--- config.mk ---
export PLATFORM = sky130hd
export DESIGN_NAME = if_fetch_unit
export DESIGN_NICKNAME = d
export VERILOG_FILES = /design/src/rtl/if_pkg.sv /design/src/rtl/if_pc_reg.sv /design/src/rtl/if_fetch_unit.sv
export SDC_FILE = /design/constraint.sdc
export NUM_CORES = 1
export LEC_CHECK = 0
export ABC_CLOCK_PERIOD_IN_PS = 2100
export CAP_MARGIN = 20
export CORE_MARGIN = 5
export CORE_UTILIZATION = 47
export DETAILED_ROUTE_END_ITERATION = 16
export GPL_TIMING_DRIVEN = 0
export MAX_ROUTING_LAYER = met4
export PLACE_DENSITY = 0.82
export SLEW_MARGIN = 20
export SYNTH_ARGS = -nofsm -noshare
export SYNTH_HDL_FRONTEND = slang
export SYNTH_HIERARCHICAL = 1
export SYNTH_SLANG_ARGS = --single-unit
--- constraint.sdc ---
create_clock -name clk -period 2.1 [get_ports clk]
set_input_delay 0.21 -clock clk [delete_from_list [all_inputs] [get_ports clk]]
set_output_delay 0.21 -clock clk [all_outputs]
set_load 0.02 [all_outputs]
--- src/rtl/if_pkg.sv ---
// Shared definitions for the instruction-fetch unit: state encoding,
// the NOP word shown when no instruction is buffered, and default
// values for the reset PC and the per-instruction PC increment.
package if_pkg;

  // 2-bit state encoding of the fetch FSM
  localparam logic [1:0] ST_IDLE  = 2'd0;
  localparam logic [1:0] ST_FETCH = 2'd1;
  localparam logic [1:0] ST_DROP  = 2'd2;
  localparam logic [1:0] ST_FULL  = 2'd3;

  typedef enum logic [1:0] {
    S_IDLE  = ST_IDLE,
    S_FETCH = ST_FETCH,
    S_DROP  = ST_DROP,
    S_FULL  = ST_FULL
  } state_t;

  localparam logic [31:0] NOP_INSTR    = 32'h0000_0000;
  localparam logic [31:0] DEF_RESET_PC = 32'h0000_0000;
  localparam logic [31:0] DEF_PC_INC   = 32'd4;

endpackage

--- src/rtl/if_pc_reg.sv ---
// Program-counter register for the fetch unit. Synchronous active-low
// reset to RESET_PC; a load (branch/redirect target) wins over the
// sequential increment. The incremented value is also exported so the
// fetch unit can record PC+4 alongside the buffered instruction.
module if_pc_reg
  import if_pkg::*;
#(
  parameter logic [31:0] RESET_PC = DEF_RESET_PC,
  parameter logic [31:0] PC_INC   = DEF_PC_INC
) (
  input  logic        clk,
  input  logic        rst,
  input  logic        i_load,
  input  logic [31:0] i_load_addr,
  input  logic        i_inc,
  output logic [31:0] o_pc,
  output logic [31:0] o_pc_plus
);

  logic [31:0] r_pc;

  // 32-bit add, wraps modulo 2^32 (0xFFFF_FFFC + 4 -> 0)
  assign o_pc_plus = r_pc + PC_INC;
  assign o_pc      = r_pc;

  // pc update: reset, then load, then increment
  always_ff @(posedge clk) begin
    // NOTE: state registers use non-blocking (<=) so every flop samples
    // pre-edge values; blocking here would create order-dependent races.
    if (!rst)        r_pc <= RESET_PC;
    else if (i_load) r_pc <= i_load_addr;
    else if (i_inc)  r_pc <= o_pc_plus;
  end

endmodule

--- src/rtl/if_fetch_unit.sv ---
// Instruction-fetch stage feeding the IF/ID register. Owns the PC, runs a
// level req / pulse ack handshake to a variable-latency instruction memory,
// and buffers one instruction with its PC+4. fetch_stall is high whenever
// no valid instruction is presented.
// Optional macro IF_PERF_CNT_EN adds perf_fetch_cnt / perf_wait_cnt outputs.
module if_fetch_unit
  import if_pkg::*;
#(
  parameter logic [31:0] RESET_PC = DEF_RESET_PC,
  parameter logic [31:0] PC_INC   = DEF_PC_INC
) (
  input  logic        clk,
  input  logic        rst,
  input  logic        stall,
  input  logic        superStall,
  input  logic        branch_taken,
  input  logic [31:0] branch_addr,
  output logic        imem_req,
  output logic [31:0] imem_addr,
  input  logic        imem_ack,
  input  logic [31:0] imem_rdata,
  output logic [31:0] Instruction,
  output logic [31:0] PC,
  output logic        fetch_stall
`ifdef IF_PERF_CNT_EN
  ,
  output logic [31:0] perf_fetch_cnt,
  output logic [31:0] perf_wait_cnt
`endif
);

  state_t      r_state;
  state_t      w_state_nxt;
  logic [31:0] r_buf_instr;
  logic [31:0] r_buf_pc;
  logic [31:0] r_target;

  logic [31:0] w_pc;
  logic [31:0] w_pc_plus;
  logic        w_pc_load;
  logic [31:0] w_pc_load_addr;
  logic        w_pc_inc;
  logic        w_buf_wr;
  logic        w_buf_clr;
  logic        w_target_wr;
  logic        w_consume;

  if_pc_reg #(
    .RESET_PC (RESET_PC),
    .PC_INC   (PC_INC)
  ) u_pc_reg (
    .clk         (clk),
    .rst         (rst),
    .i_load      (w_pc_load),
    .i_load_addr (w_pc_load_addr),
    .i_inc       (w_pc_inc),
    .o_pc        (w_pc),
    .o_pc_plus   (w_pc_plus)
  );

  assign w_consume = (r_state == S_FULL) && !stall && !superStall;

  // state register
  always_ff @(posedge clk) begin
    if (!rst) r_state <= S_IDLE;
    else      r_state <= w_state_nxt;
  end

  // next-state and datapath enables; branch_taken outranks both stalls
  always_comb begin
    // NOTE: every signal gets a default before the case so no path
    // leaves it unassigned, which would otherwise infer a latch.
    w_state_nxt    = r_state;
    w_pc_load      = 1'b0;
    w_pc_load_addr = branch_addr;
    w_pc_inc       = 1'b0;
    w_buf_wr       = 1'b0;
    w_buf_clr      = 1'b0;
    w_target_wr    = 1'b0;
    unique case (r_state)
      S_IDLE: begin
        // a stray ack here belongs to an abandoned request: ignore it
        w_state_nxt = S_FETCH;
      end
      S_FETCH: begin
        if (imem_ack && branch_taken) begin
          w_pc_load = 1'b1;
        end else if (imem_ack) begin
          w_buf_wr    = 1'b1;
          w_pc_inc    = 1'b1;
          w_state_nxt = S_FULL;
        end else if (branch_taken) begin
          // request in flight: keep the address until the ack arrives
          w_target_wr = 1'b1;
          w_state_nxt = S_DROP;
        end
      end
      S_DROP: begin
        if (imem_ack) begin
          w_pc_load      = 1'b1;
          w_pc_load_addr = branch_taken ? branch_addr : r_target;
          w_state_nxt    = S_FETCH;
        end else if (branch_taken) begin
          w_target_wr = 1'b1;
        end
      end
      S_FULL: begin
        if (branch_taken) begin
          w_pc_load   = 1'b1;
          w_buf_clr   = 1'b1;
          w_state_nxt = S_FETCH;
        end else if (w_consume) begin
          w_state_nxt = S_FETCH;
        end
      end
      default: w_state_nxt = S_IDLE;
    endcase
  end

  // instruction buffer: captured on an accepted ack, cleared on redirect
  always_ff @(posedge clk) begin
    if (!rst) begin
      r_buf_instr <= NOP_INSTR;
      r_buf_pc    <= 32'h0;
    end else if (w_buf_wr) begin
      r_buf_instr <= imem_rdata;
      r_buf_pc    <= w_pc_plus;
    end else if (w_buf_clr) begin
      r_buf_instr <= NOP_INSTR;
      r_buf_pc    <= 32'h0;
    end
  end

  // pending redirect target while an abandoned request drains
  always_ff @(posedge clk) begin
    if (!rst)             r_target <= 32'h0;
    else if (w_target_wr) r_target <= branch_addr;
  end

  // Moore outputs decoded from the current state
  always_comb begin
    imem_req    = (r_state == S_FETCH) || (r_state == S_DROP);
    imem_addr   = w_pc;
    fetch_stall = (r_state != S_FULL);
    Instruction = (r_state == S_FULL) ? r_buf_instr : NOP_INSTR;
    PC          = (r_state == S_FULL) ? r_buf_pc : 32'h0;
  end

`ifdef IF_PERF_CNT_EN
  logic [31:0] r_perf_fetch_cnt;
  logic [31:0] r_perf_wait_cnt;

  // accepted fetches and memory wait cycles, both wrapping at 2^32
  always_ff @(posedge clk) begin
    if (!rst) begin
      r_perf_fetch_cnt <= 32'h0;
      r_perf_wait_cnt  <= 32'h0;
    end else begin
      if (w_buf_wr)              r_perf_fetch_cnt <= r_perf_fetch_cnt + 32'd1;
      if (imem_req && !imem_ack) r_perf_wait_cnt  <= r_perf_wait_cnt + 32'd1;
    end
  end

  assign perf_fetch_cnt = r_perf_fetch_cnt;
  assign perf_wait_cnt  = r_perf_wait_cnt;
`endif

endmodule

==> results.json, run 1 <==
{
  "status": "complete, no violations",
  "io_pins": 168,
  "slew-limit-headroom_pct": 64.3,
  "finClkSkew_ns": 0.00582,
  "synth_edf_count": 0,
  "grt_pass1_wl_mm": 35.7,
  "met3_wirelength_mm": 1.37,
  "async_reset_ff_share_pct": 0,
  "vias": 7080,
  "seq_area_frac_synth_pct": 34.1,
  "setup_viol": 0,
  "nets": 1137,
  "grt-ovfl-total": 0,
  "dieWidth_um": 137,
  "rows": 46,
  "htree_num_levels": 4,
  "synth_fp_nets": 951,
  "ant_nets": 0,
  "firstDrtPassIters": 5,
  "arrival_ns": 2.43,
  "cp-start-kind": "register",
  "routed.top_layer": "met4",
  "yosysTopAreaCell": "dfxtp_1",
  "p_leak_nw": 3.89,
  "chipHeight_um": 137,
  "grt_pass1_vias": 6942,
  "gp_congestion": 0.884,
  "hold_violations": 0,
  "cts_num_sinks": 130,
  "hold_path.class": "input pin to register",
  "antenna_found_initial": 0,
  "hold_buffers": 0,
  "syn_to_final_growth_pct": 36.8,
  "final-instance-count-excl-fill": 1291,
  "coreArea_um2": 15900,
  "cts_max_path_buffers": 2,
  "fin_crit_ns": 2.08,
  "powerDensity_nw_per_um2": 654,
  "period_share_pct": 99.2,
  "required_ns": 2.44,
  "grt_max_degree": 20,
  "drt_iter0_markers": 563,
  "synth.distinct_cells": 62,
  "dpl.hpwl_mm": 16.6,
  "vias_per_cell": 5.48,
  "wl_met2_mm": 11.0,
  "syn_area_um2": 7630,
  "clk_latency_ns": 0.43,
  "synth-seq-cells": 130,
  "wl_mm": 22.4,
  "synthTopCellsByCount": "dfxtp_1, nand3_1, nand2_1",
  "synth_most_common_cell": "dfxtp_1",
  "die_area_um2": 18900,
  "cts-root-buf": "clkbuf_16",
  "fin_hold_ws_ns": 0.214,
  "insertedDiodeCount": 0,
  "ys_warn_count": 6,
  "synth_area_per_cell_um2": 8.71,
  "path_clk_slew_ns": 0.06,
  "rsz0062_at_grt": "yes",
  "cts_tree": "built",
  "tightestPinTransition_ns": 0.535,
  "worstSetupEndpointType": "register",
  "initial_utilization_pct": 48.0,
  "dpl_cell_area_um2": 9570,
  "routedWlPerCell_um": 17.4,
  "ys.flop_type": "dfxtp_1",
  "met1Wirelength_mm": 9.67,
  "critPathMaxFanout": 10,
  "p_total_mw": 6.82,
  "cts_made_buffers": 17,
  "drc_errors": 0,
  "ir_drop_mv": 0.579,
  "postSynthCellCount": 876,
  "critical_path_class": "register to register",
  "place_inst": 1258,
  "netlist.area_leader.share_pct": 34.1,
  "drv_cap": 0,
  "slew_viol_final": 0,
  "final_area_um2": 10400,
  "yosys-top-cells-area": "dfxtp_1, nand3_1, a21boi_2",
  "drive_gt1_share_pct": 24.0,
  "track_usage_pct": 24.3,
  "fmax_mhz": 480,
  "fillers": 1324,
  "io_buffers": 166
}
## where the power goes
group | leakage [nW] | internal, mW | total, mW | switching, mW
combinational | 2.56 | 0.562 | 1.16 | 0.601
clock | 0.284 | 1.84 | 2.99 | 1.15
sequential | 1.05 | 2.57 | 2.67 | 0.105
total | 3.89 | 4.97 | 6.82 | 1.85
## worst max-delay path, cell delays in order (launching register included)
cell and delay, ns:
dfxtp_4 0.36, ha_4 0.19, buf_8 0.14, a21o_1 0.16, a22oi_2 0.13, nor2_1 0.07
clkbuf_8 0.16, inv_4 0.09, buf_8 0.12, o21ai_2 0.07, a211o_1 0.29, a211oi_2 0.20
## per-stage QoR
stage	TNS (ns)	setup slack, ns	utilization (%)
floorplan	0	0.00890	-
global placement	-41.37	-0.828	60.2
detailed placement	-41.79	-0.865	60.2
CTS	-0.00115	-0.00115	64.8
global route	-0.222	-0.109	65.7
finish	0	0.0165	65.7
## repair_timing
action                                  in CTS  in global routing
endpoints found under the setup margin     112                 47
gates resized for setup                    177                 39
pin swaps                                    1                  3
cloned                                       0                  1
buffers inserted                             2                  2
## path summary, 6_finish.rpt
kind	startpoint	end	slack [ns]	depth (start not counted)
max	r_state[1]$_SDFFE_PN0P_	u_pc_reg/o_pc[21]$_SDFFE_PN0N_	0.02	11
min reg2reg	r_buf_pc[26]$_SDFFE_PN0P_	r_buf_pc[26]$_SDFFE_PN0P_	0.46	2
max reg2reg	r_state[1]$_SDFFE_PN0P_	u_pc_reg/o_pc[21]$_SDFFE_PN0N_	0.02	11
min	imem_ack	r_state[0]$_SDFFE_PN0P_	0.21	4
## metal layers
metal / track usage [%] / vias to the layer above
li1: - / 3470
met1: 30.8 / 3324
met2: 39.2 / 247
met3: 4.49 / 39
met4: 8.48 / 0
met5: - / -
## layout make-up
type,count,area [um^2],share of cell area (%)
flip-flops and latches,130,2610,25.0
inverters,9,41.3,0.396
clock buffers,20,467,4.47
well taps,216,270,2.59
multi-input cells,648,4550,43.6
repair buffers,171,1730,16.6
plain buffers,85,638,6.12
clock inverters,12,131,1.26
## logic make-up (layout without fill, tap and decap cells)
kind of cell               Yosys count  count (layout)  share of synthesized area (%)
AOI/OAI and AO/OA                  202             202                           20.2
xor gates and xnor gates            38              38                           4.36
adders and majority gates            5               5                          0.820
buffers and inverters               98             297                           7.71
DFF                                130             130                           34.1
muxes                               38              38                           6.99
and+or+nand+nor                    365             365                           25.8
## registers in the layout, summed over array words and instances, names as in the netlist
register	count
r_buf_instr	32
r_buf_pc	32
r_state	2
r_target	32
u_pc_reg/o_pc	32
## cells in the final DEF (no fill, tap or decap), types with 18 or more instances in the layout
master,synthesis,routed
nor2_1,18,18
and2_1,67,67
a21boi_2,50,50
dfxtp_1,130,127
clkbuf_16,0,18
a21boi_1,46,46
nand2_1,78,77
clkdlybuf4s50_1,0,100
buf_4,14,18
dlygate4sd2_1,0,24
clkdlybuf4s15_2,0,30
buf_2,23,20
nand3_1,116,113
mux2_4,30,30
o21ai_0,56,55
nand4_1,20,20
xnor2_1,25,25
Power figures use the tool's default switching activity.
==> inputs of run 2 (changes only) <==
--- a/config.mk
+++ b/config.mk
@@ -5,7 +5,7 @@
 export SDC_FILE = /design/constraint.sdc
 export NUM_CORES = 1
 export LEC_CHECK = 0
-export ABC_CLOCK_PERIOD_IN_PS = 2100
+export ABC_CLOCK_PERIOD_IN_PS = 1850
 export CAP_MARGIN = 20
 export CORE_MARGIN = 5
 export CORE_UTILIZATION = 47
==> constraint.sdc (replaced) <==
create_clock -name clk -period 1.85 [get_ports clk]
set_input_delay 0.185 -clock clk [delete_from_list [all_inputs] [get_ports clk]]
set_output_delay 0.185 -clock clk [all_outputs]
set_load 0.02 [all_outputs]
==> results.json, run 2 (synthesis results as in run 1) <==
{
  "slew_viol_final": 0,
  "holdPathStages": 4,
  "use_met1_pct": 31.4,
  "fmax_mhz": 501,
  "hold_buffers": 0,
  "layout_common_cells": "nand3_1, dfxtp_1, clkdlybuf4s50_1, nand2_1, buf_4",
  "initial_utilization_pct": 48.0,
  "drive_gt1_share_pct": 37.3,
  "gp_congestion": 0.917,
  "cts-root-buf": "clkbuf_16",
  "setup_ws_ns": -0.145,
  "rsz0062_at_grt": "yes",
  "final_common_cell": "nand3_1",
  "grt.busiest_layer": "met2",
  "cts_max_path_buffers": 2,
  "grt_pass1_wl_mm": 37.2,
  "io_buffers": 166,
  "critPathMaxFanout": 5,
  "io_pins": 168,
  "drv_cap": 0,
  "r2r_end": "u_pc_reg/o_pc[27]$_SDFFE_PN0N_",
  "nets": 1169,
  "cts_made_buffers": 17,
  "htree_num_levels": 4,
  "vias_per_cell": 5.79,
  "failed_checks": "setup timing",
  "vias": 7648,
  "hold_path.class": "input pin to register",
  "fillers": 1157,
  "rrSetupSlack_ns": -0.14,
  "min_to": "r_state[0]$_SDFFE_PN0P_",
  "timing.rr.start": "r_state[1]$_SDFFE_PN0P_",
  "status": "finished with violations",
  "required_ns": 2.19,
  "final_util_pct": 69.7,
  "p_leak_nw": 4.29,
  "slew-limit-headroom_pct": 66.0,
  "grt-ovfl-total": 0,
  "drc_errors": 0,
  "grt_max_degree": 17,
  "final-instance-count-excl-fill": 1322,
  "arrival_ns": 2.34,
  "cp-start-kind": "register",
  "wl_mm": 25.3,
  "finClkSkew_ns": 0.00890,
  "routedWlPerCell_um": 19.2,
  "die_area_um2": 18900,
  "use_met3_pct": 5.55,
  "period_share_pct": 108,
  "critical_path_class": "register to register",
  "coreArea_um2": 15900,
  "rows": 46,
  "firstDrtPassIters": 6,
  "fin_crit_ns": 1.99,
  "track_usage_pct": 25.5,
  "r2r_cells": 9,
  "path_clk_slew_ns": 0.06,
  "grt_use_met2_pct": 40.9,
  "chipHeight_um": 137,
  "grt_pass1_vias": 7234,
  "insertedDiodeCount": 0,
  "powerDensity_nw_per_um2": 728,
  "hold_violations": 0,
  "finalSetupTns_ns": -1.75,
  "dieWidth_um": 137,
  "cts_num_sinks": 130,
  "drt_iter0_markers": 673,
  "fin_hold_ws_ns": 0.202,
  "min_from": "imem_ack",
  "ir_drop_mv": 0.677,
  "syn_to_final_growth_pct": 45.2,
  "place_inst": 1258,
  "ant_nets": 0,
  "tightestPinTransition_ns": 0.510,
  "dpl.hpwl_mm": 16.4,
  "setup_viol": 37,
  "antenna_found_initial": 0,
  "worstSetupEndpointType": "register",
  "cts_tree": "built",
  "clk_latency_ns": 0.42
}
[run 2: layout make-up]
type	count	area (um^2)	share of cell area, %
plain buffers	81	776	7.00
clock buffers	22	474	4.28
clock inverters	9	130	1.17
inverters	9	38.8	0.350
multi-input cells	648	4920	44.4
flip-flops and latches	130	2660	24.0
well taps	216	270	2.44
repair buffers	207	1810	16.4
[run 2: report_power, final]
| part | leakage, nW | switching [mW] | internal, mW | total, mW |
|---|---|---|---|---|
| Combinational | 2.93 | 0.760 | 0.741 | 1.50 |
| Sequential | 1.07 | 0.149 | 2.92 | 3.07 |
| Clock | 0.296 | 1.28 | 2.22 | 3.49 |
| Total | 4.29 | 2.19 | 5.87 | 8.06 |
[run 2: worst max-delay path, stage by stage, from the launching register on]
cell	delay, ns
dfxtp_4	0.37
inv_2	0.08
ha_4	0.17
nand3b_4	0.10
inv_4	0.08
buf_8	0.10
nand4_1	0.17
buf_6	0.21
or4_1	0.45
a31oi_1	0.17
[run 2: worst max-delay path by stage]
| stage | startpoint | end | slack (ns) | depth (start not counted) |
|---|---|---|---|---|
| finish | r_state[1]$_SDFFE_PN0P_ | u_pc_reg/o_pc[27]$_SDFFE_PN0N_ | -0.14 | 9 |
| global route | u_pc_reg/o_pc[20]$_SDFFE_PN0N_ | r_buf_pc[30]$_SDFFE_PN0P_ | -0.23 | 7 |
| CTS | r_state[1]$_SDFFE_PN0P_ | u_pc_reg/o_pc[21]$_SDFFE_PN0N_ | -0.17 | 11 |
| detailed placement | branch_taken | u_pc_reg/o_pc[3]$_SDFFE_PN0N_ | -0.51 | 11 |
| global placement | branch_taken | u_pc_reg/o_pc[3]$_SDFFE_PN0N_ | -0.50 | 11 |
| floorplan | u_pc_reg/o_pc[16]$_SDFFE_PN0N_ | r_buf_pc[30]$_SDFFE_PN0P_ | -0.04 | 7 |
[run 2: per-layer routing]
metal | vias to the layer above | routed length [um]
li1 | 3533 | -
met1 | 3601 | 10100
met2 | 410 | 12300
met3 | 104 | 2000
met4 | 0 | 930
met5 | - | 0
[run 2: repair_timing]
action | in CTS | in global routing
endpoints found under the setup margin | 116 | 128
cloned | 4 | 1
resized for setup | 377 | 120
pin swaps | 37 | 21
setup buffers | 29 | 11
[run 2: metrics by stage]
step / total power [mW] / setup slack, ns / area, um^2
global placement: 4.36 / -0.503 / 9730
CTS: 7.97 / -0.173 / 10700
floorplan: 3.87 / -0.0410 / 7800
global route: 8.31 / -0.233 / 11100
finish: 8.06 / -0.145 / 11100
detailed placement: 4.38 / -0.510 / 9730
